===== src/rtl/sprite_line_scheduler.sv =====
// Per-scanline sprite scheduler. On each line_start it snapshots the sprite positions and
// fetches the mask rows of the sprites that cover the next line. The resulting slots stay stable until the next commit.
module sprite_line_scheduler #(
    parameter int TILE_SIZE   = 20,
    parameter int ROW_LOG2    = 5,
    parameter int W_LOG2      = 10,
    parameter int H_LOG2      = 10,
    parameter int NUM_SPRITES = 5,
    parameter int MAX_SLOTS   = 4
) (
    input  logic                            clk,
    input  logic                            reset,
    input  logic                            line_start,
    input  logic [H_LOG2-1:0]               next_y,
    input  logic [NUM_SPRITES*W_LOG2-1:0]   sprite_x,
    input  logic [NUM_SPRITES*H_LOG2-1:0]   sprite_y,
    input  logic [NUM_SPRITES-1:0]          sprite_frame,
    output logic                            rom_req,
    output logic [2:0]                      rom_sprite,
    output logic [ROW_LOG2-1:0]             rom_row,
    output logic                            rom_frame,
    input  logic                            rom_ack,
    input  logic [TILE_SIZE-1:0]            rom_data,
    output logic [MAX_SLOTS-1:0]            slot_valid,
    output logic [MAX_SLOTS*3-1:0]          slot_id,
    output logic [MAX_SLOTS*W_LOG2-1:0]     slot_x,
    output logic [MAX_SLOTS*TILE_SIZE-1:0]  slot_mask,
    output logic                            busy,
    output logic                            done,
    output logic                            overflow,
    output logic                            missed_line
);

    localparam int CNT_W = $clog2(MAX_SLOTS + 1);

    typedef enum logic [1:0] {IDLE, SCAN, FETCH, COMMIT} state_t;

    state_t                 state;
    logic [2:0]             idx;
    logic [CNT_W-1:0]       count;
    logic                   ovf_shadow;

    logic [H_LOG2-1:0]      snap_line;
    logic [W_LOG2-1:0]      snap_x [NUM_SPRITES];
    logic [H_LOG2-1:0]      snap_y [NUM_SPRITES];
    logic [NUM_SPRITES-1:0] snap_frame;

    logic [MAX_SLOTS-1:0]   shadow_valid;
    logic [2:0]             shadow_id   [MAX_SLOTS];
    logic [W_LOG2-1:0]      shadow_x    [MAX_SLOTS];
    logic [TILE_SIZE-1:0]   shadow_mask [MAX_SLOTS];

    logic [H_LOG2:0]        line_ext;
    logic [H_LOG2:0]        top_ext;
    logic                   hit;
    logic                   last;
    logic                   full;

    // One extra bit so sprites near the bottom of the y range cannot wrap into row 0.
    always_comb begin
        line_ext = {1'b0, snap_line};
        top_ext  = {1'b0, snap_y[idx]};
        hit      = (line_ext >= top_ext) && (line_ext < top_ext + (H_LOG2+1)'(TILE_SIZE));
        last     = (idx == 3'(NUM_SPRITES - 1));
        full     = (count == CNT_W'(MAX_SLOTS));
    end

    assign busy = (state != IDLE);

    always_ff @(posedge clk) begin
        if (reset) begin
            state        <= IDLE;
            idx          <= '0;
            count        <= '0;
            ovf_shadow   <= 1'b0;
            snap_line    <= '0;
            snap_frame   <= '0;
            rom_req      <= 1'b0;
            rom_sprite   <= '0;
            rom_row      <= '0;
            rom_frame    <= 1'b0;
            slot_valid   <= '0;
            slot_id      <= '0;
            slot_x       <= '0;
            slot_mask    <= '0;
            done         <= 1'b0;
            overflow     <= 1'b0;
            missed_line  <= 1'b0;
            shadow_valid <= '0;
            // NOTE: the small shadow/snapshot arrays are reset on purpose so that a line
            // aborted by reset can never leak stale entries into a later commit.
            for (int i = 0; i < NUM_SPRITES; i++) begin
                snap_x[i] <= '0;
                snap_y[i] <= '0;
            end
            for (int i = 0; i < MAX_SLOTS; i++) begin
                shadow_id[i]   <= '0;
                shadow_x[i]    <= '0;
                shadow_mask[i] <= '0;
            end
        end else begin
            done <= 1'b0;
            if (line_start && state != IDLE)
                missed_line <= 1'b1;

            case (state)
                IDLE: begin
                    if (line_start) begin
                        snap_line    <= next_y;
                        snap_frame   <= sprite_frame;
                        for (int i = 0; i < NUM_SPRITES; i++) begin
                            snap_x[i] <= sprite_x[i*W_LOG2 +: W_LOG2];
                            snap_y[i] <= sprite_y[i*H_LOG2 +: H_LOG2];
                        end
                        idx          <= '0;
                        count        <= '0;
                        ovf_shadow   <= 1'b0;
                        shadow_valid <= '0;
                        state        <= SCAN;
                    end
                end

                SCAN: begin
                    if (hit && !full) begin
                        rom_req    <= 1'b1;
                        rom_sprite <= idx;
                        rom_row    <= ROW_LOG2'(snap_line - snap_y[idx]);
                        rom_frame  <= snap_frame[idx];
                        state      <= FETCH;
                    end else begin
                        if (hit)
                            ovf_shadow <= 1'b1;
                        if (last)
                            state <= COMMIT;
                        else
                            idx <= idx + 3'd1;
                    end
                end

                FETCH: begin
                    if (rom_ack) begin
                        rom_req             <= 1'b0;
                        shadow_valid[count] <= 1'b1;
                        shadow_id[count]    <= idx;
                        shadow_x[count]     <= snap_x[idx];
                        shadow_mask[count]  <= rom_data;
                        count               <= count + CNT_W'(1);
                        if (last) begin
                            state <= COMMIT;
                        end else begin
                            idx   <= idx + 3'd1;
                            state <= SCAN;
                        end
                    end
                end

                COMMIT: begin
                    slot_valid <= shadow_valid;
                    for (int i = 0; i < MAX_SLOTS; i++) begin
                        slot_id[i*3 +: 3]                <= shadow_id[i];
                        slot_x[i*W_LOG2 +: W_LOG2]       <= shadow_x[i];
                        slot_mask[i*TILE_SIZE +: TILE_SIZE] <= shadow_mask[i];
                    end
                    overflow <= ovf_shadow;
                    done     <= 1'b1;
                    state    <= IDLE;
                end

                default: state <= IDLE;
            endcase
        end
    end

endmodule


===== config.mk =====
export PLATFORM = sky130hd
export DESIGN_NAME = sprite_line_scheduler
export DESIGN_NICKNAME = d
export VERILOG_FILES = /design/src/rtl/sprite_line_scheduler.sv
export SDC_FILE = /design/constraint.sdc
export NUM_CORES = 1
export LEC_CHECK = 0
export ABC_AREA = 1
export CAP_MARGIN = 5
export CORE_MARGIN = 4
export CORE_UTILIZATION = 34
export CTS_CLUSTER_DIAMETER = 120
export DETAILED_ROUTE_END_ITERATION = 10
export SLEW_MARGIN = 10
export SYNTH_ARGS = -nofsm -noshare
export SYNTH_HDL_FRONTEND = slang
export SYNTH_SLANG_ARGS = --single-unit

===== constraint.sdc =====
create_clock -name clk -period 3.65 [get_ports clk]
set_clock_uncertainty 0.2 [all_clocks]
set_input_delay 0.365 -clock clk [delete_from_list [all_inputs] [get_ports clk]]
set_output_delay 0.365 -clock clk [all_outputs]
set_load 0.01 [all_outputs]

==> results of run 1 <==
[state kept, by name, indices dropped and copies added, names as in the netlist, 2 cells and up, named ones only]
name          flops
snap_y           50
count             3
slot_valid        4
snap_frame        5
shadow_x         40
snap_x           50
shadow_valid      4
shadow_mask      80
rom_sprite        3
rom_row           5
slot_id          12
slot_mask        80
snap_line        10
idx               3
state             2
shadow_id        12
slot_x           40
[area by class of cell]
cell class / instances / area [um^2] / share of cell area
multi-input cells: 1021 / 4830 / 0.225
repair buffers: 320 / 3170 / 0.148
flip-flops and latches: 412 / 10600 / 0.492
well taps: 615 / 769 / 0.0358
clock buffers: 62 / 1200 / 0.0558
inverters: 205 / 774 / 0.0361
clock inverters: 19 / 164 / 0.00763
[power groups by stage]
stage / clock network [uW] / registers, uW / logic (uW)
floorplan: 0 / 6190 / 2160
global placement: 0 / 6170 / 3720
detailed placement: 0 / 6180 / 3780
CTS: 4340 / 6090 / 3800
global route: 4540 / 6160 / 4260
finish: 4220 / 6080 / 3800
[cell usage in the layout (no fill, tap or decap), types with 2 or more instances in the layout]
cell type	Yosys	final
a21oi_1	51	51
a21oi_2	5	5
buf_12	0	4
buf_4	1	28
bufinv_16	0	2
clkbuf_1	77	15
clkbuf_16	0	44
clkbuf_8	0	3
clkdlybuf4s50_1	0	288
clkinv_1	1	4
clkinv_2	0	7
clkinvlp_2	0	2
clkinvlp_4	0	3
dfxtp_1	180	178
dfxtp_2	0	2
edfxtp_1	232	232
ha_1	30	29
inv_1	200	199
inv_2	4	3
inv_4	0	2
nand2_1	108	104
nand2_2	9	12
nand3_1	35	34
nand4_1	4	4
nor2_1	528	528
nor3_1	10	10
o211ai_1	10	10
o21ai_0	185	185
o21ai_2	4	5
o221ai_1	10	10
o22ai_1	6	6
or2_2	4	4
xnor2_1	2	2
xor2_1	7	7
[per-stage QoR]
stage / area [um^2] / total power (uW) / hold slack, ns / setup WS (ns)
finish: 21500 / 14100 / 0.194 / 0.283
global route: 21500 / 15000 / 0.166 / 0.0285
CTS: 21400 / 14200 / 0.154 / 0.0665
detailed placement: 20100 / 9960 / 0.258 / 0.109
global placement: 20100 / 9880 / 0.251 / 0.252
floorplan: 16500 / 8350 / 0.234 / 0.417
[Yosys cell counts, types with 2 or more instances]
library cell and count:
nand3_1 35, xor2_1 7, clkbuf_1 77, nand2_1 108, buf_6 3, xnor2_1 2, o21ai_0 185, inv_2 4
a21oi_2 5, or2_2 4, ha_1 30, o211ai_1 10, inv_1 200, nand4_1 4, nor2_1 528, dfxtp_1 180
o22ai_1 6, nand2_2 9, o221ai_1 10, edfxtp_1 232, buf_2 2, buf_1 7, o21ai_2 4, a21oi_1 51
nor3_1 10
[timing repair]
| action | CTS | global route |
|---|---|---|
| resized for setup | 0 | 4 |
| setup endpoints to repair | 0 | 15 |
| buffers inserted | 0 | 3 |
[metal layers]
layer / vias up / part of all wire
li1: 6139 / -
met1: 5838 / 0.44
met2: 404 / 0.47
met3: 51 / 0.077
met4: 0 / 0.020
met5: - / 0
[cells by family (layout without fill, tap and decap cells)]
group | count (synthesis) | in the layout | share of synthesized area
and+or+nand+nor | 702 | 703 | 0.168
DFF | 412 | 412 | 0.642
buffers and inverters | 295 | 606 | 0.0690
AOI/OAI and AO/OA | 278 | 278 | 0.0923
adders and majority gates | 31 | 31 | 0.0240
xor gates and xnor gates | 9 | 9 | 0.00479
[worst max-delay path: cells and delay by family (launching register included)]
| family | cells | cell delay [ns] |
|---|---|---|
| compound gates | 3 | 0.79 |
| fa+ha+maj | 2 | 0.72 |
| buf+inv | 3 | 0.79 |
| flops | 1 | 0.32 |
| simple gates | 3 | 0.48 |
[worst paths after layout]
path	start	to	cells after the start
worst min register to register	shadow_mask[0][2]$_SDFFCE_PN0P_	slot_mask[2]$_SDFFE_PP0P_	2
worst max-delay path	register	rom_sprite[2]$_SDFFE_PP0P_	11
worst max register to register	register	rom_sprite[2]$_SDFFE_PP0P_	11
worst min-delay path	sprite_frame[3]	snap_frame[3]$_SDFFE_PP0P_	3
==> reports/results.ini, run 1 <==
[worst_setup_path]
cp.required_ns = 3.95
arrival_ns = 3.66
cpMostUsedCell = buf_4
cp-start-kind = register
crit_slowest_cell = o2111ai_1
crit_chain = inv_1 > buf_4 > a31oi_1 > ha_1 > fa_1 > o2111ai_1 > nand3_2 > nor2_4 > buf_4 > nand2_2 > a21oi_2
worstSetupPathType = reg2reg
cp-end-kind = register
crit_path_max_fanout = 24
slowest_delay_ns = 0.49
r2r_slack_ns = 0.28

[power]
switchingPower_uw = 4430
swShare = 0.314
peakVddDrop_v = 0.000308
power.density_nw_per_um2 = 657
power.internal_uw = 9680
clkPwrFrac = 0.299
power_frac_seq = 0.431
cellLeakagePower_uw = 0.00904
comb_power_share = 0.269

[grt]
grtUsageMet3 = 0.0479
grt-busiest-layer = met2
use_met1 = 0.217
antenna_found_initial = 0
gr-total-overflow = 0
track_usage = 0.165
grt_max_degree = 118
grt_pass1_vias = 12641
grt_pass1_wl_mm = 69.5
grt_use_met2 = 0.272

[cells_and_area]
num-fill-cells = 4557
final_core_utilization = 0.449
area_growth_pct = 30.5
diodes = 0
num-nets-final = 2174
finalNonFillerCells = 2654
drive_gt1_frac = 0.0677

[route]
wirelength_mm = 44.3
drt_iter0_markers = 842
wl_per_cell_um = 16.7
first_pass_iters = 5
routed-via-count = 12432
viasPerCell = 4.68
drc = 0
ant_nets = 0

[clock_tree]
cts_sinks = 412
cts_tree = built
cts_buffer_depth = 3
cts_buffers = 44
h-tree-depth = 2
clkTransAtPathRegs_ns = 0.06
ctsHoldBuffers = 0
ctsRootBufferMaster = clkbuf_16
clock_latency_ns = 0.56

[timing]
setup_viol = 0
tightest_slew_ns = 1.07
fmaxAchievable_ghz = 0.297
max_slew_margin = 0.285
min_period_ns = 3.37
setup_tns_ns = 0
period_share = 0.923
slew_viol_final = 0
rsz0062_at_grt = no
hold_viol = 0

[synth]
synth_top_area_cell = edfxtp_1
synth_nets = 1897
yosys-top-cells-area = edfxtp_1 42%, dfxtp_1 22%, nor2_1 12%
syn_inst = 1727
yosysTopAreaCellShare = 0.423
ys_types = 39
synth_edf_count = 232
post_synth.cell_area_avg_um2 = 9.53
synth.yosys.warnings = 0
yosysSeqAreaShare = 0.642
synth_area_um2 = 16500
async_flop_share = 0
synthFlopType = edfxtp_1
synth_seq_cells = 412

[floorplanning]
core.rowCount = 80
dieHeight_um = 228
ioPinCount = 289
initial_core_util = 0.344
die-width_um = 228
core_um2 = 47800
design.die.area_um2 = 52000

[placement]
hpwlAfterDp_mm = 30.9
io_buffers = 288
dp.cells = 2569
gp_congestion = 0.825

[run_status]
status = complete, no violations

[min_path]
hold_class = in2reg

[job]
max_cap_violations = 0

(Power assumes the default switching activity.)
==> inputs of run 2 (changes only) <==
- CORE_UTILIZATION: 34 -> 40
- PLACE_DENSITY: not set -> 0.66
==> reports/results.ini, run 2 (synthesized netlist as in run 1, its figures left out) <==
[cells_and_area]
final_common_cell = nor2_1  ; unchanged
num-fill-cells = 3672  ; was 4557
regArea_um2 = 10600  ; about the same
area_growth_pct = 30.7  ; was 30.5%
top_regs = shadow_mask: 80 flops, slot_mask: 80 flops  ; unchanged
num-nets-final = 2183  ; was 2174
mostFrequentLayoutCells = 528 x nor2_1, 288 x clkdlybuf4s50_1, 232 x edfxtp_1  ; unchanged
drive_gt1_frac = 0.0728  ; was 0.0677
stdcell_area_um2 = 21500  ; about the same
diodes = 0  ; unchanged
multi_input_area_um2 = 4830  ; about the same

[floorplanning]
ioPinCount = 289  ; unchanged
die-width_um = 211  ; was 228 um
core.rowCount = 74  ; was 80
core_um2 = 40700  ; was 47800 um^2
initial_core_util = 0.404  ; was 0.344
dieHeight_um = 211  ; was 228 um
design.die.area_um2 = 44500  ; was 52000 um^2

[route]
viasPerCell = 4.87  ; was 4.68
first_pass_iters = 5  ; unchanged
wl_per_cell_um = 16.6  ; was 16.7 um
wirelength_mm = 42.9  ; was 44.3 mm
ant_nets = 0  ; unchanged
drc = 0  ; unchanged
routed-via-count = 12560  ; was 12.4k
drt_iter0_markers = 957  ; was 842

[grt]
grtUsageMet3 = 0.0367  ; was 0.0479
antenna_found_initial = 0  ; unchanged
grt_pass1_vias = 12504  ; was 12.6k
grt_use_met2 = 0.315  ; was 0.272
grt_max_degree = 93  ; was 118
track_usage = 0.190  ; was 0.165
grt_pass1_wl_mm = 67.5  ; was 69.5 mm
gr-total-overflow = 0  ; unchanged
use_met1 = 0.249  ; was 0.217
grt-busiest-layer = met2  ; unchanged

[timing]
period_share = 0.900  ; was 0.923
setup_tns_ns = 0  ; unchanged
slew_viol_final = 0  ; unchanged
fmaxAchievable_ghz = 0.304  ; was 0.297 GHz
min_period_ns = 3.28  ; was 3.37 ns
max_slew_margin = 0.338  ; was 0.285
setup_viol = 0  ; unchanged
rsz0062_at_grt = yes  ; was no
hold_viol = 0  ; unchanged
tightest_slew_ns = 0.992  ; was 1.07 ns

[worst_setup_path]
cp-start-kind = register  ; unchanged
cp.required_ns = 3.94  ; was 3.95 ns
r2r_cells = 23  ; was 11
worstSetupPathType = reg2reg  ; unchanged
r2r_slack_ns = 0.37  ; was 0.28 ns
crit_path_max_fanout = 6  ; was 24
arrival_ns = 3.58  ; was 3.66 ns
r2r_end = rom_sprite[0]$_SDFFE_PP0P_  ; was rom_sprite[2]$_SDFFE_PP0P_
cp-end-kind = register  ; unchanged

[clock_tree]
h-tree-depth = 2  ; unchanged
cts_tree = built  ; unchanged
ctsHoldBuffers = 0  ; unchanged
cts_buffer_depth = 3  ; unchanged
ctsRootBufferMaster = clkbuf_16  ; unchanged
clock_latency_ns = 0.57  ; was 0.56 ns
clkTransAtPathRegs_ns = 0.06  ; about the same
cts_sinks = 412  ; unchanged
cts_buffers = 43  ; was 44

[placement]
place_area_um2 = 20000  ; was 20100 um^2
hpwlAfterDp_mm = 29.8  ; was 30.9 mm
gp_congestion = 0.864  ; was 0.825
io_buffers = 288  ; unchanged

[min_path]
holdPathEnd = snap_frame[1]$_SDFFE_PP0P_  ; was snap_frame[3]$_SDFFE_PP0P_
hold_depth = 3  ; unchanged
hold_class = in2reg  ; unchanged
hp-start = sprite_frame[1]  ; was sprite_frame[3]

[power]
power_frac_seq = 0.427  ; was 0.431
power.total_uw = 14200  ; was 14100 uW
swShare = 0.310  ; was 0.314
comb_power_share = 0.268  ; was 0.269
power.density_nw_per_um2 = 662  ; was 657 nW/um^2
peakVddDrop_v = 0.000316  ; was 0.000308 V
cellLeakagePower_uw = 0.00911  ; was 0.00904 uW
clkPwrFrac = 0.305  ; was 0.299
power.internal_uw = 9820  ; was 9680 uW
switchingPower_uw = 4420  ; was 4430 uW

[run_status]
status = complete, no violations  ; unchanged

[job]
max_cap_violations = 0  ; unchanged

run 2: cell types whose count changed in the layout (fill, tap and decap cells not counted), moves of 2 or more:
cell        previous run  this run
clkinv_4               0         2
clkinv_1               4         9
buf_6                  0         2
clkinvlp_4             3         1
clkinv_2               7         4
buf_4                 28        37
clkbuf_1              15         9
run 2: final cells by class:
type	instances	share of cell area
Clock buffer	57	0.0558
Clock inverter	23	0.0101
Inverter	205	0.0360
Multi-Input combinational cell	1021	0.225
Sequential cell	412	0.492
Tap cell	532	0.0309
Timing Repair Buffer	330	0.151
run 2: per-layer routing:
layer / share of wire / up-vias
li1: - / 6161
met1: 0.43 / 5909
met2: 0.47 / 405
met3: 0.065 / 85
met4: 0.034 / 0
met5: 0 / -
run 2: worst max-delay path by stage:
stage,endpoint,slack [ns],startpoint
floorplan,rom_frame$_SDFFE_PP0P_,0.42,register
global placement,rom_row[4]$_SDFFE_PP0P_,0.14,register
detailed placement,rom_row[1]$_SDFFE_PP0P_,0.1,register
CTS,rom_row[0]$_SDFFE_PP0P_,0.07,register
global route,register,0.008,register
finish,rom_sprite[0]$_SDFFE_PP0P_,0.37,register
run 2: worst max-delay path: stages, from the launching register on:
cell and delay (ns):
dfxtp_4 0.38, inv_2 0.07, o21ai_0 0.15, o21ai_0 0.14, nand2_1 0.10, o21ai_2 0.07, ha_1 0.20, inv_1 0.12
a21oi_4 0.08, xor2_1 0.15, ha_1 0.29, a21o_1 0.19, nor2_1 0.10, nand2_1 0.06, nand2_1 0.05, nand2_1 0.05
nand2_1 0.05, nand2_1 0.05, nand2_2 0.11, nand3_4 0.12, nor2_4 0.19, buf_6 0.14, o21ai_2 0.05, a21oi_2 0.11
run 2: timing repair:
action | CTS | global route
setup buffers | 0 | 4
resized for setup | 0 | 9
setup endpoints to repair | 0 | 19
endpoints found under the hold margin | 0 | 0
run 2: metrics by stage:
step | hold WS (ns) | instances | utilization | setup slack (ns)
2_1_floorplan | 0.234 | 1727 | - | 0.417
3_3_place_gp | 0.252 | 2495 | 0.492 | 0.141
3_5_place_dp | 0.256 | 2495 | 0.492 | 0.0950
4_1_cts | 0.149 | 2575 | 0.526 | 0.0739
5_1_grt | 0.165 | 2580 | 0.528 | 0.00755
6_report | 0.182 | 2580 | 0.528 | 0.365
run 2: power groups by stage:
stage	logic, uW	registers [uW]	clock network [uW]
floorplan	2160	6190	0
finish	3820	6080	4340
global route	4300	6150	4630
detailed placement	3780	6170	0
global placement	3700	6160	0
CTS	3800	6080	4440
